`src/rtl/buf_pkg.sv`:
```
// Shared constants and FSM state encoding for the four-entry buffer pool.
package buf_pkg;
    localparam int NUM_BUF   = 4;
    localparam int BUF_IDX_W = 2;

    typedef enum logic [1:0] {
        IDLE,
        LOOKUP,
        FILL,
        RESP
    } state_t;
endpackage

```
`src/rtl/buf_tag_match.sv`:
```
// Combinational 4-way tag compare: hit flag and lowest hit index, plus
// all-valid flag and lowest free index for allocation.
module buf_tag_match
    import buf_pkg::*;
#(
    parameter int TAG_W = 8
) (
    input  logic [TAG_W-1:0]                tag_i,
    input  logic [NUM_BUF-1:0][TAG_W-1:0]   tags_i,
    input  logic [NUM_BUF-1:0]              valid_i,
    output logic                            hit_o,
    output logic [BUF_IDX_W-1:0]            hit_idx_o,
    output logic                            all_valid_o,
    output logic [BUF_IDX_W-1:0]            free_idx_o
);

    logic [NUM_BUF-1:0] match;

    generate
        for (genvar gi = 0; gi < NUM_BUF; gi++) begin : g_cmp
            assign match[gi] = valid_i[gi] && (tags_i[gi] == tag_i);
        end
    endgenerate

    // Scan from the top down so the lowest index wins on duplicates.
    always_comb begin
        hit_idx_o  = '0;
        free_idx_o = '0;
        for (int i = NUM_BUF - 1; i >= 0; i--) begin
            if (match[i])    hit_idx_o  = BUF_IDX_W'(i);
            if (!valid_i[i]) free_idx_o = BUF_IDX_W'(i);
        end
    end

    assign hit_o       = |match;
    assign all_valid_o = &valid_i;

endmodule

```
`src/rtl/buf_tag_lookup.sv`:
```
// Tag lookup / allocation controller for the buffer pool, feeding LRU updates.
// Optional hit/miss counters are enabled with BUF_LOOKUP_STATS_EN.
module buf_tag_lookup
    import buf_pkg::*;
#(
    parameter int TAG_W = 8
) (
    input  logic                 clk,
    input  logic                 rst,
    input  logic                 req_valid,
    input  logic [TAG_W-1:0]     req_tag,
    output logic                 req_ready,
    output logic                 resp_valid,
    input  logic                 resp_ready,
    output logic                 resp_hit,
    output logic [1:0]           resp_buf,
    output logic                 fill_req_valid,
    output logic [1:0]           fill_req_buf,
    output logic [TAG_W-1:0]     fill_req_tag,
    input  logic                 fill_done,
    input  logic                 flush,
    input  logic [1:0]           buf_num_replc,
    output logic                 ref_buf_valid,
    output logic [1:0]           ref_buf_numbr,
    output logic                 new_buf_req
`ifdef BUF_LOOKUP_STATS_EN
    ,
    output logic [15:0]          hit_cnt,
    output logic [15:0]          miss_cnt
`endif
);

    state_t                         state_q;
    logic [NUM_BUF-1:0]             valid_q;
    logic [NUM_BUF-1:0][TAG_W-1:0]  tags_q;
    logic [TAG_W-1:0]               tag_q;
    logic [BUF_IDX_W-1:0]           alloc_q;
    logic                           full_q;
    logic                           flush_pend_q, flush_pend_d;

    logic                           resp_valid_q, resp_hit_q;
    logic [BUF_IDX_W-1:0]           resp_buf_q;
    logic                           fill_req_valid_q;
    logic [BUF_IDX_W-1:0]           fill_req_buf_q;
    logic [TAG_W-1:0]               fill_req_tag_q;
    logic                           ref_buf_valid_q, new_buf_req_q;
    logic [BUF_IDX_W-1:0]           ref_buf_numbr_q;

    logic                           m_hit, m_all_valid;
    logic [BUF_IDX_W-1:0]           m_hit_idx, m_free_idx, alloc_sel;

    buf_tag_match #(.TAG_W(TAG_W)) u_match (
        .tag_i       (tag_q),
        .tags_i      (tags_q),
        .valid_i     (valid_q),
        .hit_o       (m_hit),
        .hit_idx_o   (m_hit_idx),
        .all_valid_o (m_all_valid),
        .free_idx_o  (m_free_idx)
    );

    assign alloc_sel    = m_all_valid ? buf_num_replc : m_free_idx;
    // A pending flush is consumed by the first IDLE cycle that sees it.
    assign flush_pend_d = flush || (flush_pend_q && (state_q != IDLE));
    assign req_ready    = (state_q == IDLE) && !flush_pend_q;

    always_ff @(posedge clk) begin
        if (rst) begin
            state_q          <= IDLE;
            valid_q          <= '0;
            tags_q           <= '0;
            tag_q            <= '0;
            alloc_q          <= '0;
            full_q           <= 1'b0;
            flush_pend_q     <= 1'b0;
            resp_valid_q     <= 1'b0;
            resp_hit_q       <= 1'b0;
            resp_buf_q       <= '0;
            fill_req_valid_q <= 1'b0;
            fill_req_buf_q   <= '0;
            fill_req_tag_q   <= '0;
            ref_buf_valid_q  <= 1'b0;
            ref_buf_numbr_q  <= '0;
            new_buf_req_q    <= 1'b0;
        end else begin
            ref_buf_valid_q <= 1'b0;
            flush_pend_q    <= flush_pend_d;
            case (state_q)
                IDLE: begin
                    if (flush_pend_q) begin
                        valid_q <= '0;
                    end else if (req_valid) begin
                        tag_q   <= req_tag;
                        state_q <= LOOKUP;
                    end
                end
                LOOKUP: begin
                    if (m_hit) begin
                        ref_buf_valid_q <= 1'b1;
                        ref_buf_numbr_q <= m_hit_idx;
                        new_buf_req_q   <= 1'b0;
                        resp_hit_q      <= 1'b1;
                        resp_buf_q      <= m_hit_idx;
                        resp_valid_q    <= 1'b1;
                        state_q         <= RESP;
                    end else begin
                        alloc_q          <= alloc_sel;
                        full_q           <= m_all_valid;
                        fill_req_valid_q <= 1'b1;
                        fill_req_buf_q   <= alloc_sel;
                        fill_req_tag_q   <= tag_q;
                        state_q          <= FILL;
                    end
                end
                FILL: begin
                    if (fill_done) begin
                        tags_q[alloc_q]  <= tag_q;
                        valid_q[alloc_q] <= 1'b1;
                        fill_req_valid_q <= 1'b0;
                        ref_buf_valid_q  <= 1'b1;
                        ref_buf_numbr_q  <= alloc_q;
                        new_buf_req_q    <= full_q;
                        resp_hit_q       <= 1'b0;
                        resp_buf_q       <= alloc_q;
                        resp_valid_q     <= 1'b1;
                        state_q          <= RESP;
                    end
                end
                RESP: begin
                    if (resp_ready) begin
                        resp_valid_q <= 1'b0;
                        state_q      <= IDLE;
                    end
                end
                default: state_q <= IDLE;
            endcase
        end
    end

    assign resp_valid     = resp_valid_q;
    assign resp_hit       = resp_hit_q;
    assign resp_buf       = resp_buf_q;
    assign fill_req_valid = fill_req_valid_q;
    assign fill_req_buf   = fill_req_buf_q;
    assign fill_req_tag   = fill_req_tag_q;
    assign ref_buf_valid  = ref_buf_valid_q;
    assign ref_buf_numbr  = ref_buf_numbr_q;
    assign new_buf_req    = new_buf_req_q;

`ifdef BUF_LOOKUP_STATS_EN
    logic [15:0] hit_cnt_q, miss_cnt_q;

    // Counters survive flush; only reset clears them.
    always_ff @(posedge clk) begin
        if (rst) begin
            hit_cnt_q  <= '0;
            miss_cnt_q <= '0;
        end else if (resp_valid_q && resp_ready) begin
            if (resp_hit_q) begin
                if (hit_cnt_q != 16'hFFFF) hit_cnt_q <= hit_cnt_q + 16'd1;
            end else begin
                if (miss_cnt_q != 16'hFFFF) miss_cnt_q <= miss_cnt_q + 16'd1;
            end
        end
    end

    assign hit_cnt  = hit_cnt_q;
    assign miss_cnt = miss_cnt_q;
`endif

endmodule

```
`config.mk`:
```
export PLATFORM = sky130hd
export DESIGN_NAME = buf_tag_lookup
export DESIGN_NICKNAME = d
export VERILOG_FILES = /design/src/rtl/buf_pkg.sv /design/src/rtl/buf_tag_match.sv /design/src/rtl/buf_tag_lookup.sv
export SDC_FILE = /design/constraint.sdc
export NUM_CORES = 1
export LEC_CHECK = 0
export ABC_AREA = 1
export CORE_UTILIZATION = 60
export DETAILED_ROUTE_END_ITERATION = 6
export PLACE_DENSITY = 0.88
export SLEW_MARGIN = 20
export SYNTH_ARGS = -nofsm -noshare
export SYNTH_HDL_FRONTEND = slang
export SYNTH_HIERARCHICAL = 1
export SYNTH_SLANG_ARGS = --single-unit
```
`constraint.sdc`:
```
create_clock -name clk -period 5.7 [get_ports clk]
set_clock_uncertainty 0.1 [all_clocks]
set_input_delay 0.855 -clock clk [delete_from_list [all_inputs] [get_ports clk]]
set_output_delay 0.855 -clock clk [all_outputs]
set_load 0.05 [all_outputs]
```
==> results.tsv, run 1 <==
metric	value	unit
clk slew on worst S/H paths	0.07	ns
Detailed Route WL	7120	um
GRT Total Usage	27.9	%
# Max-Cap Violations	0	
fillers	422	
post-synthesis register bit count	65	
VDD IR max	0.308	mV
Routability Congestion	0.786	
core area	5140	um2
Root Buffer	clkbuf_8	
min-delay worst type	flip-flop to flip-flop	
actual slew at the worst max-slew pin	0.752	ns
n_diodes	0	
fin crit share	51.8	%
input/output buffers	35	
Cells after DPL	558	
Final HPWL DP	5120	um
setup ws final	2.75	ns
CTS tree	built	
Via Count	3027	
proportion of layout cells with a drive suffix above 1	7.34	%
CP Launch Type	flip-flop	
global-route wire length before repair	11800	um
area leader, netlist	dfxtp_1	
initial DRC count	269	
Via density	5.27	
Setup crit end kind	primary output	
Netlist cell types	31	
area of the multi-input gates	1600	um2
WHS Path Cells	2	
flop-to-flop setup slack	3.18	ns
grt total ovfl	0	
fin cells	574	
reg2reg end	fill_req_buf[1]	
Lkg Pwr	0.00154	uW
Async SR Flop Fraction	0	%
CTS Hold Bufs	0	
Synth top area share	40.4	%
TritonRoute pass-1 iters	5	
Clk Latency, worst-skew pair	0.34	ns
FP Rows	26	
pin count of the biggest net entering global routing	58	
num ports	36	
Fmax	339	MHz
endpoints failing setup	0	
Max Root-Sink Buffers	2	
Max-slew headroom	49.8	%
Initial Util	62.6	%
DRC	0	
Syn Area/Cell	6.92	um2
Sink Count	65	
post-route minimum period	2.95	ns
reg2reg start	tag_q[2]	
Power Density	469	nW/um2
final instance area	3770	um2
dpl ws	3.10	ns
Setup CP Type	flip-flop to primary output	
DP Area	3580	um2
area delta synth->final	17.0	%
status	completed	
Die Area	5660	um2
antenna violations before repair	0	
Post-synth top flop	dfxtp_1	
maximum fanout along the worst path	6	
Num CTS Buffers	9	
Synth area leaders	dfxtp_1 40%, nand2_1 9.4%, nor2_1 9.4%, o21ai_0 9.3%, a21oi_1 6.4%	
number of global-route vias before repair	2688	
remaining antenna violation count	0	
yosys warns	6	
syn nets	488	
nets	522	
storage element area	1300	um2
setup repair after global routing missed its margin	false	
Worst R2R Path Depth	12	
Syn Inst Count	465	
setup TNS	0	ns
Syn Std Cell Area	3220	um2
Worst Hold End	resp_hit	
H-tree levels	3	
sequential fraction of the synthesis area	40.4	%
worst hold start	resp_hit	
Die Wd	75.3	um
Critical Path AT	2.00	ns
Final Hold Fails	0	
post-CTS sizing	0	
Post-synth EDFFs	0	
chip height	75.3	um
Critical Path RT	4.74	ns
fin. max-slew vios	0	
setup bufs post-CTS	0	
DR WL/cell	12.4	um
-- how the worst max path moves through the flow --
stage | startpoint | endpoint | slack, ns | cells past startpoint
CTS | state_q[0] | req_ready | 2.76 | 5
global placement | state_q[0] | req_ready | 3.17 | 5
detailed placement | rst | tag_q[5] | 3.10 | 4
global route | state_q[0] | req_ready | 2.66 | 5
floorplan | state_q[0] | req_ready | 3.43 | 4
finish | state_q[1] | req_ready | 2.75 | 5
-- routing by layer --
| metal | vias to the layer above | part of all wire (%) | wire (um) | global-route usage [%] |
|---|---|---|---|---|
| li1 | 1553 | - | - | - |
| met3 | 18 | 4.7 | 333 | 5.76 |
| met5 | - | 0 | 0 | 0 |
| met2 | 81 | 47 | 3360 | 44.4 |
| met4 | 0 | 2.8 | 197 | 14.4 |
| met1 | 1375 | 45 | 3230 | 36.0 |
-- cells in the final DEF, fill, tap and decap left out --
| cell type | count |
|---|---|
| a21boi_0 | 1 |
| a21oi_1 | 41 |
| a21oi_2 | 3 |
| bufinv_16 | 1 |
| clkbuf_1 | 3 |
| clkbuf_8 | 10 |
| clkdlybuf4s50_1 | 35 |
| clkinv_2 | 5 |
| dfxtp_1 | 65 |
| ha_1 | 7 |
| inv_1 | 49 |
| inv_2 | 8 |
| inv_4 | 1 |
| nand2_1 | 81 |
| nand2_2 | 1 |
| nand2_4 | 4 |
| nand3_1 | 20 |
| nand3b_1 | 3 |
| nand4_1 | 3 |
| nor2_1 | 81 |
| nor2_8 | 1 |
| nor2b_1 | 1 |
| nor3_1 | 3 |
| o21ai_0 | 60 |
| o21ai_2 | 3 |
| o22ai_1 | 1 |
| or2_0 | 3 |
| or2_1 | 2 |
| xnor2_1 | 6 |
| xor2_1 | 2 |
-- layout make-up --
type | instances | area share, %
Multi-Input combinational cell | 327 | 42.6
Clock inverter | 3 | 1.06
Inverter | 61 | 6.25
Timing Repair Buffer | 35 | 9.30
Sequential cell | 65 | 34.6
Clock buffer | 13 | 3.95
Tap cell | 70 | 2.33
-- stage by stage --
stage | hold WS [ns] | power [uW] | util [%]
after CTS | 0.363 | 1760 | 73.3
after global routing | 0.383 | 1880 | 73.3
after detailed placement | 0.355 | 1380 | 69.6
final | 0.363 | 1770 | 73.3
after global placement | 0.351 | 1360 | 69.6
after floorplan | 0.339 | 1180 | -
-- cells by family (layout without fill, tap and decap cells) --
| logic type | after synthesis | in the layout | synth area share (%) |
|---|---|---|---|
| adders and majority gates | 7 | 7 | 2.72 |
| xor gates and xnor gates | 8 | 8 | 2.18 |
| and+or+nand+nor | 203 | 203 | 27.1 |
| DFF | 65 | 65 | 40.4 |
| buffers and inverters | 73 | 112 | 9.79 |
| AOI/OAI and AO/OA | 109 | 109 | 17.8 |
-- report_power, final --
part	total (uW)	switching, uW	internal, uW
logic	745	495	250
registers	639	96.1	543
clock network	384	170	213
total	1770	762	1010
-- sequential cells by signal (all words and copies together), names as in the netlist --
register and flops:
tag_q 8, full_q 1, tags_q 32, valid_q 4, fill_req_tag 8, state_q 2, fill_req_buf 2, flush_pend_q 1
resp_valid 1, new_buf_req 1, resp_hit 1, ref_buf_numbr 2, fill_req_valid 1, ref_buf_valid 1
-- cells in the mapped netlist (4+ instances only) --
| cell type | instances |
|---|---|
| ha_1 | 7 |
| nand2_4 | 4 |
| nand2_1 | 81 |
| buf_2 | 5 |
| inv_1 | 49 |
| nor2_1 | 81 |
| inv_2 | 8 |
| nand3_1 | 20 |
| xnor2_1 | 6 |
| dfxtp_1 | 65 |
| a21oi_1 | 41 |
| o21ai_0 | 60 |
-- worst max-delay path, stage by stage, from the launching register on --
cell and delay (ns):
dfxtp_1 0.37, inv_1 0.16, ha_1 0.20, inv_1 0.05, nor2_1 0.07, clkdlybuf4s50_1 0.80
Note: power is estimated with default switching activity, not from simulation.
==> inputs of run 2 (changes only) <==
--- a/config.mk
+++ b/config.mk
@@ -6,9 +6,9 @@
 export NUM_CORES = 1
 export LEC_CHECK = 0
 export ABC_AREA = 1
-export CORE_UTILIZATION = 60
+export CORE_UTILIZATION = 56
 export DETAILED_ROUTE_END_ITERATION = 6
-export PLACE_DENSITY = 0.88
+export PLACE_DENSITY = 0.83
 export SLEW_MARGIN = 20
 export SYNTH_ARGS = -nofsm -noshare
 export SYNTH_HDL_FRONTEND = slang
==> constraint.sdc (replaced) <==
create_clock -name clk -period 3.1 [get_ports clk]
set_clock_uncertainty 0.1 [all_clocks]
set_input_delay 0.465 -clock clk [delete_from_list [all_inputs] [get_ports clk]]
set_output_delay 0.465 -clock clk [all_outputs]
set_load 0.05 [all_outputs]
==> run 2 against run 1 <==
Die area is 6.9% higher. Critical path depth stayed put. Via count is 0.73% higher. Final area is 0.83% higher. Total power is 90% higher. Clock power is 110% higher. Combinational power is 85% higher. Sequential share of layout area is 0.28 points lower.
==> results.tsv, run 2 (synthesis results as in run 1) <==
metric	value	unit	change
status	completed		
reg2reg start	tag_q[6]		
setup TNS	0	ns	unchanged
Root Buffer	clkbuf_8		
fin cells	576		+0.35%
Critical Path RT	2.53	ns	-2.21 ns
n_diodes	0		unchanged
Final Core Density	68.5	%	-4.7 points
dpl ws	0.652	ns	-2.44 ns
Final Hold Fails	0		unchanged
pin count of the biggest net entering global routing	58		unchanged
CTS tree	built		
initial DRC count	298		+11%
setup ws final	0.530	ns	-2.22 ns
# Max-Cap Violations	0		unchanged
chip height	77.8	um	+3.4%
Max Root-Sink Buffers	2		unchanged
DRC	0		unchanged
reg2reg end	fill_req_tag[5]		
Critical Path AT	2.00	ns	about the same
actual slew at the worst max-slew pin	0.770	ns	+0.0184 ns
post-route minimum period	2.57	ns	
Setup CP Type	flip-flop to primary output		
Sink Count	65		unchanged
fin crit share	82.9	%	
WHS Path Cells	2		unchanged
flop-to-flop setup slack	0.58	ns	-2.60 ns
CTS Hold Bufs	0		unchanged
Max-slew headroom	48.6	%	-1.2 points
Detailed Route WL	7330	um	+2.9%
clk slew on worst S/H paths	0.08	ns	about the same
nets	522		unchanged
DR WL/cell	12.7	um	+2.5%
H-tree levels	3		unchanged
min-delay worst type	flip-flop to flip-flop		
TritonRoute pass-1 iters	6		+1
endpoints failing setup	0		unchanged
Clk Latency, worst-skew pair	0.35	ns	about the same
Die Area	6060	um2	+6.9%
Routability Congestion	0.880		+12%
Worst Hold End	resp_hit		
maximum fanout along the worst path	6		unchanged
VDD IR max	0.688	mV	+120%
proportion of layout cells with a drive suffix above 1	7.94	%	+0.60 points
antenna violations before repair	0		unchanged
CP Launch Type	flip-flop		
Top reg by flops	tags_q		
post-CTS sizing	0		unchanged
setup repair after global routing missed its margin	false		
Cells after DPL	560		+0.36%
fin. max-slew vios	0		unchanged
grt total ovfl	0		unchanged
Via Count	3049		+0.73%
Largest register FFs	32		unchanged
core area	5540	um2	+7.8%
GRT Total Usage	26.6	%	-1.3 points
input/output buffers	35		unchanged
most frequent cells in the layout	81 x nor2_1, 81 x nand2_1, 65 x dfxtp_1		
area delta synth->final	18.0	%	
number of global-route vias before repair	2745		+2.1%
Setup crit end kind	primary output		
global-route wire length before repair	12500	um	+6.3%
Initial Util	58.1	%	-4.5 points
Via density	5.29		+0.38%
Num CTS Buffers	9		unchanged
Power Density	882	nW/um2	+88%
setup bufs post-CTS	0		unchanged
worst hold start	resp_hit		
num ports	36		unchanged
Final HPWL DP	5190	um	+1.2%
Worst R2R Path Depth	13		+1
Fmax	389	MHz	
remaining antenna violation count	0		unchanged
FP Rows	27		+3.8%
Lkg Pwr	0.00155	uW	+0.53%
Die Wd	77.8	um	+3.4%
-- run 2: layout make-up --
type	count	area [um2]
Clock buffer	9	124
Clock inverter	7	93.8
Fill cell	474	1740
Inverter	61	235
Multi-Input combinational cell	327	1600
Sequential cell	65	1300
Tap cell	72	90.1
Timing Repair Buffer	35	350
-- run 2: stage by stage --
stage	hold WS [ns]	area, um2	total power (uW)
after floorplan	0.339	3220	2170
after global placement	0.352	3580	2520
after detailed placement	0.354	3580	2550
after CTS	0.363	3800	3340
after global routing	0.389	3800	3550
final	0.360	3800	3350
-- run 2: where the power goes --
group / switching (uW) / internal, uW
combinational: 922 / 458
sequential: 181 / 997
clock: 339 / 452
-- run 2: worst max-delay path by stage --
stage | start | slack, ns | end | depth (start not counted)
floorplan | state_q[0] | 1.22 | req_ready | 4
global placement | tag_q[6] | 0.78 | fill_req_tag[5] | 13
detailed placement | tag_q[6] | 0.65 | fill_req_tag[5] | 13
CTS | state_q[0] | 0.52 | req_ready | 5
global route | tag_q[6] | 0.25 | fill_req_tag[5] | 13
finish | state_q[0] | 0.53 | req_ready | 5
-- run 2: worst max-delay path: stages, from the launching register on --
cell and delay (ns):
dfxtp_1 0.37, inv_1 0.18, ha_1 0.20, inv_1 0.04, nor2_1 0.08, clkdlybuf4s50_1 0.80
-- run 2: layer usage --
metal	wire (um)	track usage [%]
met1	3370	34.6
met2	3220	41.0
met3	500	4.47
met4	243	16.2
met5	0	0
==> inputs of run 3 (changes only) <==
--- a/config.mk
+++ b/config.mk
@@ -6,9 +6,9 @@
 export NUM_CORES = 1
 export LEC_CHECK = 0
 export ABC_AREA = 1
-export CORE_UTILIZATION = 56
+export CORE_UTILIZATION = 51
 export DETAILED_ROUTE_END_ITERATION = 6
-export PLACE_DENSITY = 0.83
+export PLACE_DENSITY = 0.8
 export SLEW_MARGIN = 20
 export SYNTH_ARGS = -nofsm -noshare
 export SYNTH_HDL_FRONTEND = slang
==> constraint.sdc (replaced) <==
create_clock -name clk -period 2.1 [get_ports clk]
set_clock_uncertainty 0.1 [all_clocks]
set_input_delay 0.315 -clock clk [delete_from_list [all_inputs] [get_ports clk]]
set_output_delay 0.315 -clock clk [all_outputs]
set_load 0.05 [all_outputs]
==> run 3 against run 2 <==
Clock power is 23% higher. Register-to-register slack lost 0.48 ns. Setup slack worse by 0.43 ns. Wire length up 3.9%. Via count up 1.8%. Global-route usage down 1.5 points. Flip-flop and latch count stayed put. Final cell count rose by 2.6%. Critical path type is now flip-flop to flip-flop. Critical endpoint is now fill_req_buf[1]. Largest cell class unchanged.
==> results.tsv, run 3 (synthesis results as in run 1) <==
metric	value	unit	change
status	completed		
grt total ovfl	0		unchanged
n_diodes	0		unchanged
initial DRC count	201		-33%
actual slew at the worst max-slew pin	0.503	ns	-0.267 ns
pin count of the biggest net entering global routing	26		-55%
dpl ws	-0.172	ns	-0.825 ns
Clk Latency, worst-skew pair	0.34	ns	about the same
H-tree levels	3		unchanged
CP most frequent cell	nor2_1		
DP Area	3710	um2	+3.7%
Max Root-Sink Buffers	2		unchanged
storage element area	1320	um2	+1.4%
Final Core Density	65.9	%	-2.6 points
Setup CP Type	flip-flop to flip-flop		
final instance area	3950	um2	+4.0%
Via Count	3104		+1.8%
DRC	0		unchanged
most frequent cells in the layout	80 x nand2_1, 76 x nor2_1, 58 x dfxtp_1		
Final Hold Fails	0		unchanged
antenna violations before repair	0		unchanged
CTS Hold Bufs	0		unchanged
Root Buffer	clkbuf_8		
Via density	5.25		-0.78%
Sink Count	65		unchanged
fin crit share	95.3	%	
Lkg Pwr	0.00161	uW	+3.9%
Setup crit end kind	flip-flop		
Critical Path AT	2.13	ns	+0.13 ns
Die Wd	81.5	um	+4.7%
VDD IR max	0.881	mV	+28%
input/output buffers	35		unchanged
GRT Total Usage	25.1	%	-1.5 points
remaining antenna violation count	0		unchanged
Die Area	6630	um2	+9.5%
post-route minimum period	2.00	ns	
clk slew on worst S/H paths	0.07	ns	about the same
Buf/Inv on CP	5		+2
min-delay worst type	flip-flop to flip-flop		
commonest non-fill, non-tap cell in the layout	nand2_1		
Max-slew headroom	66.4	%	+18 points
Final HPWL DP	5680	um	+9.5%
core area	5990	um2	+8.1%
proportion of layout cells with a drive suffix above 1	13.2	%	+5.2 points
Slowest cell on crit path	dfxtp_1		
Largest register FFs	32		unchanged
global-route wire length before repair	12600	um	+0.60%
endpoints failing setup	0		unchanged
fin cells	591		+2.6%
Fmax	500	MHz	
worst-path cell chain	buf_6 > nor2_1 > nor2_1 > nand3_1 > nor2_1 > nand3_1 > nand2_1 > inv_1 > nand2_1 > inv_1 > nand2_2 > inv_2 > buf_12 > o21ai_1 > a21oi_1		
maximum fanout along the worst path	18		+12
setup repair after global routing missed its margin	false		
number of global-route vias before repair	2778		+1.2%
FP Rows	28		+3.7%
num ports	36		unchanged
DR WL/cell	12.9	um	+1.2%
Cells after DPL	574		+2.5%
setup ws final	0.0982	ns	-0.432 ns
Top Family by Delay on Critical Path	simple AND/OR/NAND/NOR gates		
TritonRoute pass-1 iters	5		-1
fillers	524		+11%
Routability Congestion	0.916		+4.0%
Top reg by flops	tags_q		
Power Density	1250	nW/um2	+42%
nets	534		+2.3%
Detailed Route WL	7610	um	+3.9%
Num CTS Buffers	9		unchanged
CP Launch Type	flip-flop		
CTS tree	built		
chip height	81.5	um	+4.7%
Critical Path RT	2.23	ns	-0.30 ns
area delta synth->final	22.6	%	
area of the multi-input gates	1630	um2	+1.4%
Initial Util	53.7	%	-4.4 points
CP peak stage delay	0.37	ns	-0.43 ns
fin. max-slew vios	0		unchanged
# Max-Cap Violations	0		unchanged
[run 3: cell count changes in the layout (fill, tap and decap cells not counted), sizes merged]
cell	delta
buf	+13
bufinv	-2
clkinvlp	+2
clkbuf	+1
clkdlybuf4s50	-1
inv	-1
[run 3: area by class of cell]
class / count / area share [%]
clock inverters: 6 / 1.11
flip-flops and latches: 65 / 33.4
repair buffers: 47 / 12.5
multi-input cells: 327 / 41.2
clock buffers: 10 / 3.49
inverters: 61 / 5.96
well taps: 75 / 2.38
[run 3: repair_timing]
| item | CTS | global route |
|---|---|---|
| pin swaps | 0 | 0 |
| gates resized for setup | 9 | 17 |
| setup buffers | 0 | 1 |
| endpoints found under the setup margin | 11 | 14 |
[run 3: report_power, final]
| group | internal [uW] | total [uW] | leakage, uW | switching (uW) |
|---|---|---|---|---|
| combinational | 806 | 2250 | 0.000995 | 1440 |
| clock | 459 | 969 | 0.0000805 | 510 |
| sequential | 1490 | 1730 | 0.000533 | 241 |
[run 3: worst min-delay path: stages (launching register included)]
cell and delay [ns]:
dfxtp_1 0.31, nand2_1 0.06, a21oi_1 0.05
[run 3: per-layer routing]
metal | vias to the layer above | wire [um] | share of wire [%] | track usage [%]
met2 | 111 | 3490 | 46 | 39.4
met3 | 18 | 424 | 5.6 | 3.67
met1 | 1401 | 3550 | 47 | 33.9
met5 | - | 0 | 0 | 0
li1 | 1574 | - | - | -
met4 | 0 | 150 | 2.0 | 11.4
[run 3: final timing paths]
path,start,end,slack [ns],cells after the start
worst max-delay path,tag_q[2],fill_req_buf[1],0.1,15
worst min-delay path,resp_hit,resp_hit,0.36,2
worst max register to register,tag_q[2],fill_req_buf[1],0.1,15
worst min register to register,resp_hit,resp_hit,0.36,2
[run 3: stage by stage]
stage                     total power [uW]  hold WS (ns)  TNS, ns
after floorplan                       3210         0.277        0
after global placement                3850         0.349   -0.150
after detailed placement              3910         0.356    -1.02
after CTS                             4890         0.366        0
after global routing                  5240         0.390        0
final                                 4940         0.363        0
==> variant, RTL diff (flow settings as in run 1) <==
The package constant `NUM_BUF` goes from 4 to 8.
--- a/src/rtl/buf_pkg.sv
+++ b/src/rtl/buf_pkg.sv
@@ -1,5 +1,5 @@
 // Shared constants and FSM state encoding for the four-entry buffer pool.
 package buf_pkg;
-    localparam int NUM_BUF   = 4;
+    localparam int NUM_BUF   = 8;
     localparam int BUF_IDX_W = 2;
 
Formal check against the unedited RTL: no difference found for any inputs over 10 cycles, from zero or initial values and one cycle with rst high; that may be too few to reach the edited logic, so the function may still have changed.
==> variant against run 1 <==
  * Critical path depth unchanged
  * Wire length increased by 26%
  * Synthesized area increased by 15%
  * Design area increased by 17%
  * Register-to-register slack got worse by 360 ps
  * Sequential cell count unchanged
  * Setup slack improved by 1.8 ps
  * Via count increased by 21%
  * Non-clock buffer count unchanged
  * Total power increased by 7.7%
  * Maximum frequency about the same
  * First-iteration DRC count decreased by 18%
  * Critical endpoint unchanged
  * Largest cell class unchanged
  * Largest power group unchanged
  * Highest routed layer unchanged
==> variant: results (changes against run 1) <==
Drt
  • WL final: 8990 um (+26%)
  • Drt pass-1 iters: 4 (-1)
  • Iter 0 DRT Violations: 221 (-18%)
  • WL met2: 4540 um (+35%)
  • Met3 wire len: 430 um (+29%)

Global route
  • All-Layer GR Usage: 30.7% (+2.8 points)
  • M1 GR Usage: 36.0% (-0.055 points)
  • GRT met3 Usage: 5.57% (-0.19 points)
  • Vias in the first global route: 3,456 (+29%)
  • GR met2 Demand/Resource: 55.3% (+11 points)

STA
  • Slew HR: 46.1% (-3.7 points)

Outcome
  • Status: complete, no violations

Placed design
  • Setup WS pre-CTS: 2970 ps (-127 ps)
  • Gpl congestion: 0.874 (+11%)
  • Detailed placer's ending HPWL: 6520 um (+27%)

Finish
  • # clk buffers: 10 (-3)
  • Fill cells: 499 (+18%)
  • Nets: 665 (+27%)
  • Multi-input logic area: 2220 um^2 (+38%)
  • Signal buf overhead: 7.97% (-1.3 points)
  • Clock network share of area: 3.42% (-1.6 points)
  • Sequential share of cell area: 29.6% (-4.9 points)
  • Layout cells sized above 1: 6.04% (-1.3 points)

Yosys
  • Commonest cells post-synth: nor2_1, nand2_1, dfxtp_1, inv_1, o21ai_0
  • Top post-synthesis cells by area: dfxtp_1, nor2_1, nand2_1

Critical path
  • Largest fanout on the critical path: 5 (-1)

Die
  • Die width: 80.4 um (+6.9%)
variant: changes by cell type after synthesis, sizes merged, moves of 4 or more:
cell and delta:
inv +13, nand4 +7, buf +6, xnor2 +7, xor2 +7, nand2 +17
nor2 +18, nor4 +4
variant: worst paths after layout:
kind	from	endpoint	slack (ps)	cells past startpoint
worst max-delay path	state_q[0]	req_ready	2750	5
worst min-delay path	fill_req_valid	fill_req_valid	360	2
worst max register to register	tag_q[4]	fill_req_buf[1]	2820	12
worst min register to register	fill_req_valid	fill_req_valid	360	2
variant: logic make-up after synthesis:
group,synth area share [%]
simple gates,29.4
compound gates,16.9
buf+inv,11.1
flops,35.3
xor+xnor,5.22
fa+ha+maj,2.04
other cells,0.102
variant: tightest hold or removal path: cells and delay by family (launching register included):
family | cells | cell delay, ps
compound gates | 1 | 50
flops | 1 | 310
simple gates | 1 | 60
variant: power breakdown:
group	internal [mW]	switching, mW	total [mW]
Clock	0.151	0.175	0.326
Sequential	0.551	0.115	0.666
Combinational	0.304	0.608	0.912
